File: src/rtl/serial_adder_pkg.sv
// Shared types and sizing constants for the bit-serial adder.
package serial_adder_pkg;

  typedef enum logic [1:0] {
    IDLE  = 2'd0,
    SHIFT = 2'd1,
    DONE  = 2'd2
  } state_t;

  localparam int DEF_WIDTH = 8;

  // Bit-counter width; a 1-bit operand still needs a 1-bit counter.
  function automatic int cnt_width(input int w);
    return (w > 1) ? $clog2(w) : 1;
  endfunction

  localparam int CNT_W = cnt_width(DEF_WIDTH);

endpackage

File: src/rtl/serial_adder_half_adder_cell.sv
// Combinational half adder; two of these plus an OR make one full-adder slice.
module half_adder_cell (
  input  logic x,
  input  logic y,
  output logic s,
  output logic c
);

  assign s = x ^ y;
  assign c = x & y;

endmodule

File: src/rtl/serial_adder_core.sv
// Bit-serial unsigned adder: one operand bit per cycle, LSB first.
// Result and carry-out are published only when the last bit completes.
module serial_adder_core
  import serial_adder_pkg::*;
#(
  parameter int WIDTH = DEF_WIDTH
) (
  input  logic             clk,
  input  logic             rst,
  input  logic             start,
  input  logic [WIDTH-1:0] a,
  input  logic [WIDTH-1:0] b,
  output logic             busy,
  output logic             done,
  output logic [WIDTH-1:0] sum,
  output logic             cout
);

  localparam int             CW   = cnt_width(WIDTH);
  localparam logic [CW-1:0]  LAST = CW'(WIDTH - 1);

  state_t           r_state, w_state_nxt;
  logic [WIDTH-1:0] r_a, r_b, r_part, r_sum;
  logic             r_carry, r_cout;
  logic [CW-1:0]    r_cnt;

  logic             w_s1, w_c1, w_s, w_c2, w_carry, w_last;
  logic [WIDTH-1:0] w_part_nxt;

  // Full adder = two half adders; the carry OR lives here.
  half_adder_cell u_ha0 (.x(r_a[0]), .y(r_b[0]),   .s(w_s1), .c(w_c1));
  half_adder_cell u_ha1 (.x(w_s1),   .y(r_carry),  .s(w_s),  .c(w_c2));

  assign w_carry = w_c1 | w_c2;
  assign w_last  = (r_cnt == LAST);

  // New sum bit enters at the MSB so after WIDTH shifts bit 0 sits at the LSB.
  assign w_part_nxt = (r_part >> 1) | (WIDTH'(w_s) << (WIDTH - 1));

  assign busy = (r_state != IDLE);
  assign done = (r_state == DONE);
  assign sum  = r_sum;
  assign cout = r_cout;

  // Next-state: DONE is a one-cycle pulse back to IDLE; start only matters in IDLE.
  always_comb begin
    w_state_nxt = r_state;
    case (r_state)
      IDLE:    if (start) w_state_nxt = SHIFT;
      SHIFT:   if (w_last) w_state_nxt = DONE;
      DONE:    w_state_nxt = IDLE;
      default: w_state_nxt = IDLE;
    endcase
  end

  // State register.
  always_ff @(posedge clk or posedge rst) begin
    if (rst) r_state <= IDLE;
    else     r_state <= w_state_nxt;
  end

  // Datapath: capture on accept, shift/add per bit, publish on the final bit.
  always_ff @(posedge clk or posedge rst) begin
    if (rst) begin
      r_a     <= '0;
      r_b     <= '0;
      r_part  <= '0;
      r_sum   <= '0;
      r_carry <= 1'b0;
      r_cout  <= 1'b0;
      r_cnt   <= '0;
    end else begin
      case (r_state)
        IDLE: begin
          if (start) begin
            r_a     <= a;
            r_b     <= b;
            r_carry <= 1'b0;
            r_cnt   <= '0;
          end
        end
        SHIFT: begin
          r_a     <= r_a >> 1;
          r_b     <= r_b >> 1;
          r_part  <= w_part_nxt;
          r_carry <= w_carry;
          r_cnt   <= r_cnt + 1'b1;
          if (w_last) begin
            r_sum  <= w_part_nxt;
            r_cout <= w_carry;
          end
        end
        default: ;
      endcase
    end
  end

endmodule

File: config.mk
export PLATFORM = sky130hd
export DESIGN_NAME = serial_adder_core
export DESIGN_NICKNAME = d
export VERILOG_FILES = /design/src/rtl/serial_adder_pkg.sv /design/src/rtl/serial_adder_half_adder_cell.sv /design/src/rtl/serial_adder_core.sv
export SDC_FILE = /design/constraint.sdc
export NUM_CORES = 1
export LEC_CHECK = 0
export CAP_MARGIN = 10
export CORE_MARGIN = 2
export CORE_UTILIZATION = 35
export DETAILED_ROUTE_END_ITERATION = 12
export GPL_TIMING_DRIVEN = 0
export HOLD_SLACK_MARGIN = 0.15
export PLACE_DENSITY_LB_ADDON = 0.08
export SLEW_MARGIN = 20
export SYNTH_ARGS = -nofsm -noshare
export SYNTH_HDL_FRONTEND = slang
export SYNTH_HIERARCHICAL = 1
export SYNTH_SLANG_ARGS = --single-unit
File: constraint.sdc
create_clock -name clk -period 3.8 [get_ports clk]
set_clock_uncertainty 0.15 [all_clocks]
set_input_delay 0.57 -clock clk [delete_from_list [all_inputs] [get_ports clk]]
set_output_delay 0.57 -clock clk [all_outputs]
set_load 0.02 [all_outputs]
==> results.py <==
metrics = {
    "route": {
        "drc_errors": 0,
        "drtIter0Drc": 79,
        "dr.pass1.iters": 4,
        "vias": 1228,
        "ant_nets": 0,
        "via_per_inst": 4.95,
        "finalWirelength_um": 3610,
        "wl_per_cell_um": 14.5,
    },
    "floorplan": {
        "boundaryPins": 30,
        "core_sq_um": 4750,
        "num_rows": 25,
        "die_h_um": 74.7,
        "die_width_um": 74.7,
        "start_util_pct": 36.8,
        "die_area_sq_um": 5580,
    },
    "power_and_ir_drop": {
        "p_total_mw": 1.73,
        "seqPwrFrac_pct": 40.9,
        "switching_power_uw": 607,
        "combPwrFrac_pct": 42.4,
        "intPower_mw": 1.12,
        "clkPwrFrac_pct": 16.8,
        "peakVddDrop_mv": 0.338,
        "power.share.switching_pct": 35.1,
        "power-per-cell-area_nw_per_um2": 773,
        "leakagePower_nw": 0.960,
    },
    "logic_synthesis": {
        "avgSynthCellArea_sq_um": 12.2,
        "synth_top_area_share_pct": 54.4,
        "ys_seq_elements": 38,
        "yosysMostFrequentCell": "dfrtp_1",
        "synth_ff_type": "dfrtp_1",
        "synth-seq-area-share_pct": 54.4,
        "synth_warnings": 6,
        "async_reset_ff_share_pct": 100,
        "yosys.area.top_type": "dfrtp_1",
        "synth_area_leaders": "dfrtp_1 54%, mux2_1 10%, nor3b_1 5.6%",
        "syn_area_sq_um": 1750,
        "synth_edf_count": 0,
        "synthTopCellsByCount": "38 x dfrtp_1, 16 x inv_1, 16 x mux2_1",
        "syn_nets": 166,
        "synth_cells": 143,
        "ys_types": 23,
    },
    "critical_path": {
        "cp.buffers_inverters": 3,
        "path_delay_family": "buffers and inverters",
        "path_cells": "buf_2, nor2_1, inv_1, clkdlybuf4s50_1",
        "cp_slowest_cell": "clkdlybuf4s50_1",
        "worstSetupPathType": "reg -> out",
        "end_kind": "output pin",
        "cp_max_fo": 10,
        "critical_path.max_stage_delay_ns": 0.56,
        "critPathLaunchType": "flip-flop",
        "crit_required_ns": 3.08,
        "crit_arrival_ns": 2.03,
    },
    "timing": {
        "setup-tns-final_ns": 0,
        "hold_violations": 0,
        "setup_viol": 0,
        "timing.final.crit_share_pct": 72.5,
        "rsz0062_at_grt": "false",
        "layout_setup_ws_ns": 1.05,
        "max_freq_mhz": 363,
        "relSlewSlack_pct": 60.2,
        "slew_viol_final": 0,
        "fin_crit_ns": 2.75,
        "worstMarginPinSlew_ns": 0.595,
        "whs_ns": 0.340,
    },
    "clocking": {
        "post_cts_buffers": 0,
        "cts_hold_buf": 0,
        "cts_tree": "built",
        "ctsResizeCount": 0,
        "clk_latency_ns": 0.29,
        "cts-buffers-inserted": 5,
        "cts_buffer_depth": 2,
        "clkSinkCount": 38,
        "htree_levels": 2,
        "cts.clk_slew.worst_paths_ns": 0.08,
        "cts_root_buf": "clkbuf_8",
    },
    "global_route": {
        "grt_max_degree": 29,
        "antenna_found_initial": 0,
        "grt_usage_pct": 15.1,
        "grt.overflow.total": 0,
        "grt_pass1_wl_um": 6150,
        "grt_pass1_vias": 1245,
    },
    "placement": {
        "gp_congestion": 0.745,
        "dp_slack_ns": 1.38,
        "port_buffers": 29,
        "hpwl_um": 2430,
        "dp_cells": 240,
        "placed_area_sq_um": 2140,
    },
    "layout": {
        "post-route-util_pct": 47.1,
        "drive_gt1_share_pct": 12.7,
        "num_antenna_cells": 0,
        "final_cell_area_sq_um": 2240,
        "fin_nets": 203,
        "fin_cells": 248,
        "syn2layout_area_growth_pct": 28.0,
    },
    "min_path": {
        "hold_class": "reg -> reg",
    },
    "status": {
        "outcome": "finished clean",
    },
    "flow_run": {
        "drv_cap": 0,
    },
}
state kept, by name, summed over array words and instances (netlist names):
signal   count
sum          8
r_a          8
cout         1
r_state      2
r_carry      1
r_part       7
r_b          8
r_cnt        3
cells by family after synthesis:
logic type / Yosys count / synth area share [%]
buffers and inverters: 28 / 7.16
DFF: 38 / 54.4
adders and majority gates: 4 / 2.86
and+or+nand+nor: 35 / 15.0
AOI/OAI and AO/OA: 21 / 9.66
muxes: 17 / 11.0
worst reg2reg max path, stage by stage (launching register included):
cell      delay [ns]
dfrtp_1         0.39
ha_1            0.20
ha_1            0.19
nand3b_1        0.08
buf_2           0.27
mux2_1          0.35
power by group through the flow:
stage	combinational [mW]	sequential, mW	clock [mW]
after floorplan	0.448	0.748	0
after global placement	0.728	0.707	0
after detailed placement	0.740	0.715	0
after CTS	0.744	0.709	0.301
after global routing	0.821	0.734	0.320
final	0.733	0.707	0.290
layout by cell type (no fill, tap or decap):
| cell | netlist | final |
|---|---|---|
| clkinv_2 | 0 | 1 |
| o21bai_1 | 1 | 1 |
| buf_4 | 3 | 3 |
| ha_1 | 4 | 4 |
| clkbuf_1 | 1 | 1 |
| or2_2 | 1 | 1 |
| a32o_1 | 2 | 2 |
| inv_2 | 1 | 2 |
| clkinvlp_4 | 0 | 1 |
| inv_1 | 16 | 15 |
| dfrtp_1 | 38 | 38 |
| nor3b_1 | 13 | 13 |
| nor2b_1 | 5 | 5 |
| clkbuf_8 | 0 | 6 |
| nand2b_1 | 3 | 3 |
| mux2_2 | 1 | 1 |
| a22o_1 | 3 | 3 |
| a222oi_1 | 1 | 1 |
| a21oi_1 | 1 | 1 |
| a221oi_1 | 2 | 2 |
| mux2_1 | 16 | 16 |
| a211oi_1 | 11 | 11 |
| buf_2 | 7 | 7 |
| nand3b_1 | 1 | 1 |
| nor4b_1 | 11 | 11 |
| clkdlybuf4s50_1 | 0 | 29 |
| nor2_1 | 1 | 1 |
| buf_12 | 0 | 1 |
worst paths after layout:
| path | from | to | slack, ns | depth (start not counted) |
|---|---|---|---|---|
| worst max-delay path | r_state[1] | busy | 1.05 | 4 |
| worst min-delay path | r_part[1] | r_part[1] | 0.34 | 1 |
| worst max register to register | r_cnt[0] | sum[0] | 2.05 | 5 |
| worst min register to register | r_part[1] | r_part[1] | 0.34 | 1 |
| max in group asynchronous | rst | r_b[7] | 2.69 | 3 |
| min in group asynchronous | rst | sum[5] | 0.37 | 2 |
per-layer routing:
metal,track usage [%],part of all wire (%),up-vias
met5,0,0,-
met4,6.35,1.5,0
met3,4.02,4.8,6
met2,21.6,45,35
met1,21.8,48,601
li1,-,-,586
layout make-up:
cell class	instances	area (sq um)
clock inverter	2	12.5
clock buffer	6	82.6
timing repair buffer	30	310
fill	457	2520
tap	67	83.8
inverter	17	63.8
sequential	38	951
multi-input combinational	77	672
buffer	11	61.3
(Power assumes the default switching activity.)
